==> src/rtl/fifo_out_pkg.sv <==
// fifo_out_pkg: shared widths for the 128-in / 32-out block FIFO.
package fifo_out_pkg;
  localparam int WORD_W    = 32;
  localparam int BLOCK_W   = 128;
  localparam int NUM_WORDS = 4;
  localparam int CNT_W     = 3;
  localparam int PTR_W     = 2;
  localparam logic [CNT_W-1:0] CNT_FULL = CNT_W'(NUM_WORDS);
endpackage

==> src/rtl/fifo_out.sv <==
// fifo_out: loads one 128-bit block when empty, pops it as four 32-bit words, most-significant first.
module fifo_out
  import fifo_out_pkg::*;
(
  input  logic               clk,
  input  logic               n_rst,
  input  logic               write_en,
  input  logic               read_en,
  input  logic [BLOCK_W-1:0] data_in,
  output logic               fifo_empty,
  output logic               fifo_full,
  output logic [WORD_W-1:0]  data_out
);
  logic [NUM_WORDS-1:0][WORD_W-1:0] mem_q, mem_d;
  logic [PTR_W-1:0]                 ptr_q, ptr_d;
  logic [CNT_W-1:0]                 cnt_q, cnt_d;
  logic [WORD_W-1:0]                dout_q, dout_d;
  logic                             wr_ok, rd_ok;
  assign fifo_empty = cnt_q == '0;
  assign fifo_full  = cnt_q == CNT_FULL;
  assign data_out   = dout_q;
  // both requests judged against the pre-edge count, so at most one is accepted
  assign wr_ok = write_en && fifo_empty;
  assign rd_ok = read_en && !fifo_empty;
  always_comb begin
    mem_d  = mem_q;
    ptr_d  = ptr_q;
    cnt_d  = cnt_q;
    dout_d = dout_q;
    if (wr_ok) begin
      for (int i = 0; i < NUM_WORDS; i++) mem_d[i] = data_in[BLOCK_W-1-WORD_W*i -: WORD_W];
      ptr_d = '0;
      cnt_d = CNT_FULL;
    end else if (rd_ok) begin
      dout_d = mem_q[ptr_q];
      ptr_d  = ptr_q + 1'b1;
      cnt_d  = cnt_q - 1'b1;
    end
  end
  always_ff @(posedge clk or negedge n_rst) begin
    if (!n_rst) begin
      mem_q  <= '0;
      ptr_q  <= '0;
      cnt_q  <= '0;
      dout_q <= '0;
    end else begin
      mem_q  <= mem_d;
      ptr_q  <= ptr_d;
      cnt_q  <= cnt_d;
      dout_q <= dout_d;
    end
  end
endmodule

==> config.mk <==
export PLATFORM = sky130hd
export DESIGN_NAME = fifo_out
export DESIGN_NICKNAME = d
export VERILOG_FILES = /design/src/rtl/fifo_out_pkg.sv /design/src/rtl/fifo_out.sv
export SDC_FILE = /design/constraint.sdc
export NUM_CORES = 1
export LEC_CHECK = 0
export ABC_AREA = 1
export CAP_MARGIN = 20
export CORE_ASPECT_RATIO = 0.8
export CORE_MARGIN = 2
export CORE_UTILIZATION = 55
export CTS_CLUSTER_SIZE = 8
export DETAILED_ROUTE_END_ITERATION = 10
export HOLD_SLACK_MARGIN = 0.05
export PLACE_DENSITY = 0.94
export SYNTH_ARGS = -nofsm -noshare
export SYNTH_HDL_FRONTEND = slang
export SYNTH_SLANG_ARGS = --single-unit
==> constraint.sdc <==
create_clock -name clk -period 2.48 [get_ports clk]
set_input_delay 0.372 -clock clk [delete_from_list [all_inputs] [get_ports clk]]
set_output_delay 0.372 -clock clk [all_outputs]
set_load 0.05 [all_outputs]
* Yosys cells after proc, flatten, opt, wreduce, memory -nomap -nowiden
Index checks and enable logic that the tools add are counted.
** Cells by class
- $add $sub $neg :: 2
- Magnitude comparators :: 1
- Equal/unequal tests :: 1
- Muxes and demuxes :: 6
- Bitwise gates (word level) :: 1
- Reductions and logical operators :: 6
** Operator list (number)
- binary-select mux 32 bit (select 2 bit) :: 1
- two-way mux 32 bit :: 1
- two-way mux 3 bit :: 2
- two-way mux 2 bit :: 2
- equality test 3 bit, second input constant :: 1
- zero test 3 bit :: 1
- < comparator 2 x 3 -> 1 bit, second input constant :: 1
- subtractor 3 x 1 -> 3 bit, second input constant :: 1
- adder 2 x 1 -> 2 bit, second input constant :: 1
- logical AND 1 bit :: 2
- AND reduction 2 bit :: 1
- nonzero test 2 bit :: 1
- zero test 1 bit :: 1
- NOT 1 bit :: 1
** Storage, ports and cells
- Flip-flop bits (word level) :: 165
- Bits of input ports :: 132
- Output and inout port bits :: 34
- Logic and storage cells :: 24

* Logic depth before layout (Yosys ltp)
Gate-level depths: netlist of run 1.
- Word-level depth :: 5
- Gate-level depth with buffers :: 8
- Mapped depth without buffers :: 7

* Worst setup path after synthesis of run 1
OpenSTA, ideal clock, no wires.
- Kind :: register -> output
- Start point :: register cnt_q[0]
- End point :: output fifo_empty
- Arrival time :: 1.087 ns
- Data required time :: 2.108 ns
- Slack :: 1.021 ns
- Stages on the path, launching flop included :: 5
- Path buffers :: 0
- Cell sequence :: dfrtp_1 > inv_1 > ha_1 > nand2_2 > inv_1
** On the way
- Longest elaborated chain between the ends :: 1
** RTL lines
- from (decl) :: line fifo_out.sv:16 : logic [CNT_W-1:0] cnt_q, cnt_d;
- from (signal assigned) :: line fifo_out.sv:49 : cnt_q <= cnt_d;
- zero test 3 bit :: line fifo_out.sv:19 : assign fifo_empty = cnt_q == '0;
- to (decl) :: line fifo_out.sv:10 : output logic fifo_empty,
No other way between the ends.

* Final worst setup path of run 1
Same ends and word-level chain as after synthesis.

==> results of run 1 <==
==> worst paths after layout <==
| kind | slack, ns | end | depth (start not counted) | start |
|---|---|---|---|---|
| worst min register to register | 0.48 | data_out[5]$_DFFE_PN0P_ | 2 | data_out[5]$_DFFE_PN0P_ |
| worst min-delay path | 0.48 | data_out[5]$_DFFE_PN0P_ | 2 | data_out[5]$_DFFE_PN0P_ |
| min in group asynchronous | 0.54 | mem_q[70]$_DFFE_PN0P_ | 2 | n_rst |
| max in group asynchronous | 1.21 | mem_q[21]$_DFFE_PN0P_ | 3 | n_rst |
| worst max-delay path | 0.25 | fifo_empty | 5 | cnt_q[0]$_DFFE_PN0P_ |
| worst max register to register | 0.58 | mem_q[12]$_DFFE_PN0P_ | 6 | cnt_q[0]$_DFFE_PN0P_ |
==> synth_stat cells (all sizes together) <==
cell,n,area share (%)
nor2,128,6.5
inv,136,6.9
o22ai,1,0.084
clkbuf,13,0.66
nand2,263,13
dfrtp,165,55
o21ai,2,0.13
nand3,70,4.9
xor2,1,0.12
ha,2,0.34
nand4,1,0.084
buf,42,3.0
a21oi,128,8.6
==> per-layer routing <==
metal | up-vias | part of all wire (%) | global-route usage, %
li1 | 3194 | - | -
met1 | 3077 | 43 | 39.06
met2 | 297 | 46 | 44.36
met3 | 29 | 9.3 | 8.251
met4 | 0 | 1.5 | 8.571
met5 | - | 0 | 0
==> registers in the layout, indices dropped and copies added (netlist names) <==
signal	cells
ptr_q	2
mem_q	128
data_out	32
cnt_q	3
==> cell families (layout without fill, tap and decap cells) <==
kind of cell / Yosys count / in the layout / synth area share (%)
xor+xnor: 1 / 1 / 0.1177
simple gates: 462 / 462 / 24.75
compound gates: 131 / 131 / 8.828
buf+inv: 191 / 351 / 10.48
flops: 165 / 165 / 55.49
fa+ha+maj: 2 / 2 / 0.3363
==> report_power, final <==
group | switching [W] | total [W] | internal [W]
Combinational | 0.00393 | 0.00589 | 0.00196
Sequential | 0.000528 | 0.00445 | 0.00392
Clock | 0.00112 | 0.00261 | 0.00149
==> layout make-up <==
type	instances	area, um^2
Inverter	136	510.5
Clock buffer	18	429.2
Timing Repair Buffer	183	1867
Tap cell	175	219.0
Fill cell	913	3216
Multi-Input combinational cell	596	2532
Sequential cell	165	4130
Clock inverter	14	151.4
==> stage by stage <==
| stage | utilization (%) | area (um^2) | total power [W] | hold WS, ns |
|---|---|---|---|---|
| final | 75.37 | 9839 | 0.01295 | 0.4782 |
| after global routing | 75.37 | 9839 | 0.01379 | 0.5088 |
| after CTS | 75.35 | 9837 | 0.01294 | 0.4820 |
| after detailed placement | 70.84 | 9248 | 0.01029 | 0.4567 |
| after global placement | 70.84 | 9248 | 0.01001 | 0.4607 |
| after floorplan | - | 7441 | 0.008364 | 0.07641 |
==> worst min-delay path, stage by stage, from the launching register on <==
cell and delay [ns]:
dfrtp_1 0.34, nand2_1 0.05, nand2_1 0.05
==> what timing repair did <==
action                                 4_1_cts  5_1_grt
hold buffers                                 1        0
endpoints found under the hold margin       73        0
setup endpoints to repair                    1        1
pin swaps                                    0        0
gates resized for setup                      1        1
==> metrics, run 1 <==
cell area after synthesis 7441 um^2; # rows 37; post-CTS setup buffer count 0; # Max-Cap Violations 0; Avg Vias per Cell just over 5; Slowest cell on crit path dlygate4sd2_1; Syn. warnings 0; hpwl dp 13430 um; CP Max Fanout 4; DP Worst Slack 0.4114 ns; Worst EP arrival 1.86 ns; first-pass GRT wire length 31760 um; CTS Buffer Depth 2; Slew @ Worst Pin 0.7239 ns; H-tree level count 4; Setup crit start kind register; initial antenna violation count 0; Die Y 108.0 um; post-route ant nets 0; first-pass iteration count of the detailed router 7; DR DRC count 0; DR iter-0 viols 581; Antenna Cells 0; Slew Viols, Final 0; Worst Setup Path Type register to output port; crit-path leading delay family buffers and inverters; TNS Setup 0 ns; commonest non-fill, non-tap cell in the layout nand2_1; Ports roughly 170; root buffer cell clkbuf_16; chip width 134.0 um; GRT overflow 0; CP bufs+invs 3; worst path required time 2.11 ns; DIE AREA between 10000 and 15000 um^2; Leak about 5.1 nW; Peak VDD IR 0.8837 mV; worst slew margin relative to its limit 51.74%; IO buf count 165; most frequent cells in the layout nand2_1 (261), dfrtp_1 (164), clkdlybuf4s50_1 (162); pwr dens around 1300 nW/um^2; endpoints failing setup 0; Area Overhead vs Synth 32.23%; syn_nets 1086; post-synthesis sequential element count 165; Post-Layout Cell Count 1287; Tmin final 2.235 ns; clk sinks approximately 170; share of cells above drive strength 1 5.036%; clock-pin slew on the worst setup and hold paths about 0.070 ns; dpl cells about 1300; Distinct cells, synth 17; Initial Util 57.00%; total CTS buffers 17; status finished, final reports clean; Via Count 6597; Final Cycle Share 90.12%; crit-path cells inv_1, ha_1, nand2_2, inv_1, dlygate4sd2_1; nets 1233; final wirelength 19810 um; CTS tree yes; max incr delay on CP 0.52 ns; most used cell, CP inv_1; critical path capture point type output port; Hold WC Path Type register to register; Final Hold Vio Count 0; register area share after synthesis 55.49%; pin count of the biggest net entering global routing 80; Skew-Pair Late Insertion Delay between 0.4 and 0.5 ns; global placement routability congestion 0.8674; RSZ-0062 raised after global routing false; worst setup margin 0.2451 ns; core area ~13000 um^2; Worst Skew 0.01122 ns; Post-Synthesis Cells 952; DR WL/cell approximately 15 um; fmax 447.5 MHz; Global Route Usage Sum 28.41%; Syn Area/Cell 7.816 um^2; vias in the first global route 6405
Power figures use the tool's default switching activity.
==> inputs of run 2 (changes only) <==
- GPL_TIMING_DRIVEN: unset -> 0
==> metrics, run 2 (synthesis results as in run 1) <==
r2r setup slk 0.66 ns (+0.08 ns); CP bufs+invs 3 (unchanged); pin count of the biggest net entering global routing 103 (+29%); crit-path leading delay family buffers and inverters; Final Hold Vio Count 0 (unchanged); CP Max Fanout 4 (unchanged); most used cell, CP inv_1; GRT overflow 0 (unchanged); Worst EP arrival 1.92 ns (+0.06 ns); # Max-Cap Violations 0 (unchanged); cell area after layout 9935 um^2 (+0.97%); RSZ-0062 raised after global routing false; Slew Viols, Final 0 (unchanged); worst setup margin 0.1845 ns (-0.06060 ns); worst path required time 2.11 ns (about the same); CTS tree yes; Antenna Cells 0 (unchanged); DP Worst Slack 0.3972 ns (-0.01417 ns); DR WL/cell 15.99 um (+3.9%); Skew-Pair Late Insertion Delay 0.43 ns (about the same); Die Y 108.0 um (unchanged); Initial Util 57.00% (unchanged); Avg Vias per Cell 5.241 (+2.2%); most flop-heavy register mem_q; Slowest cell on crit path dlygate4sd2_1; Hold WC Path Type primary input to asynchronous set/reset pin; max reg flops 128 (unchanged); pwr dens 1326 nW/um^2 (+0.77%); nets 1272 (+3.2%); first-pass iteration count of the detailed router 5 (-2); most frequent cells in the layout nand2_1 (261), dfrtp_1 (165), clkdlybuf4s50_1 (162); Slew @ Worst Pin 0.6225 ns (-0.1014 ns); status finished, final reports clean; commonest non-fill, non-tap cell in the layout nand2_1; Ports 166 (unchanged); Worst Setup EP fifo_empty; Leak 5.118 nW (+1.1%); endpoints failing setup 0 (unchanged); Setup crit start kind register; share of cells above drive strength 1 6.789% (+1.8 points); H-tree level count 4 (unchanged); vias in the first global route 6797 (+6.1%); fmax 435.6 MHz (-2.6%); IO buf count 165 (unchanged); crit-path cells inv_1, ha_1, nand2_2, inv_1, dlygate4sd2_1; DR iter-0 viols 693 (+19%); post-route ant nets 0 (unchanged); core area 13060 um^2 (unchanged); Worst Skew 0.007818 ns (-0.003398 ns); Worst R2R Start cnt_q[0]$_DFFE_PN0P_; initial antenna violation count 0 (unchanged); critical path capture point type output port; hpwl dp 14950 um (+11%); Post-Layout Cell Count 1324 (+2.9%); crit path from cnt_q[0]$_DFFE_PN0P_; Via Count 6939 (+5.2%); dpl cells 1293 (+3.1%); reg2reg path depth 6 (unchanged); DIE AREA 14480 um^2 (unchanged); DR DRC count 0 (unchanged); total CTS buffers 17 (unchanged); reg-to-reg endpoint mem_q[68]$_DFFE_PN0P_; max incr delay on CP 0.53 ns (about the same); chip width 134.0 um (unchanged); Peak VDD IR 0.7329 mV (-17%); first-pass GRT wire length 33880 um (+6.7%); final wirelength 21170 um (+6.9%); global placement routability congestion 0.8718 (+0.51%); worst slew margin relative to its limit 58.50% (+6.8 points); Area Overhead vs Synth 33.51%; clk sinks 165 (unchanged); # rows 37 (unchanged); Tmin final 2.295 ns (+0.06060 ns); Global Route Usage Sum 30.56% (+2.2 points); Final Cycle Share 92.56% (+2.4 points); Worst Setup Path Type register to output port; Worst path depth 5 (unchanged); placed cell area 9344 um^2 (+1.0%); clock-pin slew on the worst setup and hold paths 0.06 ns (about the same); root buffer cell clkbuf_16; CTS Buffer Depth 2 (unchanged)
## run 2: layout make-up
cell class / count / area [um^2]
Fill cell: 891 / 3120
Clock inverter: 12 / 153.9
Tap cell: 175 / 219.0
Sequential cell: 165 / 4129
Clock buffer: 18 / 429.2
Buffer: 55 / 269.0
Inverter: 136 / 510.5
Multi-Input combinational cell: 596 / 2532
Timing Repair Buffer: 167 / 1692
## run 2: metrics by stage
stage               setup TNS (ns)  util [%]  total power [W]  hold slack [ns]
finish                           0     76.10          0.01317           0.4636
global route                     0     76.10          0.01397           0.5057
CTS                              0     76.10          0.01310           0.4815
detailed placement               0     71.57          0.01039           0.3381
global placement           -889.49     71.32          0.01011           0.4621
floorplan                        0         -         0.008364          0.07641
## run 2: per-layer routing
metal | GRT usage (%) | vias up | share of wire (%)
li1 | - | 3278 | -
met1 | 41.70 | 3274 | 42
met2 | 48.86 | 345 | 47
met3 | 8.064 | 42 | 9.3
met4 | 9.023 | 0 | 1.9
met5 | 0 | - | 0
## run 2: worst min-delay path by stage
stage	slack, ns	start	to	depth (start not counted)
after CTS	0.48	data_out[22]$_DFFE_PN0P_	data_out[22]$_DFFE_PN0P_	2
after floorplan	0.08	n_rst	cnt_q[0]$_DFFE_PN0P_	0
final	0.46	n_rst	mem_q[68]$_DFFE_PN0P_	2
after detailed placement	0.34	n_rst	mem_q[66]$_DFFE_PN0P_	1
after global routing	0.51	data_out[7]$_DFFE_PN0P_	data_out[7]$_DFFE_PN0P_	2
after global placement	0.46	data_out[4]$_DFFE_PN0P_	data_out[4]$_DFFE_PN0P_	2
## run 2: what timing repair did
action / 4_1_cts / 5_1_grt
buffers inserted: 0 / 0
setup endpoints to repair: 2 / 0
endpoints found under the hold margin: 63 / 0
hold buffers: 1 / 0
resized for setup: 2 / 0
## run 2: worst register-to-register path: stages (launching register included)
cell	delay [ns]
dfrtp_1	0.36
inv_1	0.12
ha_1	0.29
nand3_4	0.20
buf_2	0.27
buf_2	0.22
a21oi_1	0.26
## run 2: power by group
group,internal [W],switching (W)
logic,0.00199,0.00415
registers,0.00392,0.000461
clock network,0.00157,0.00108
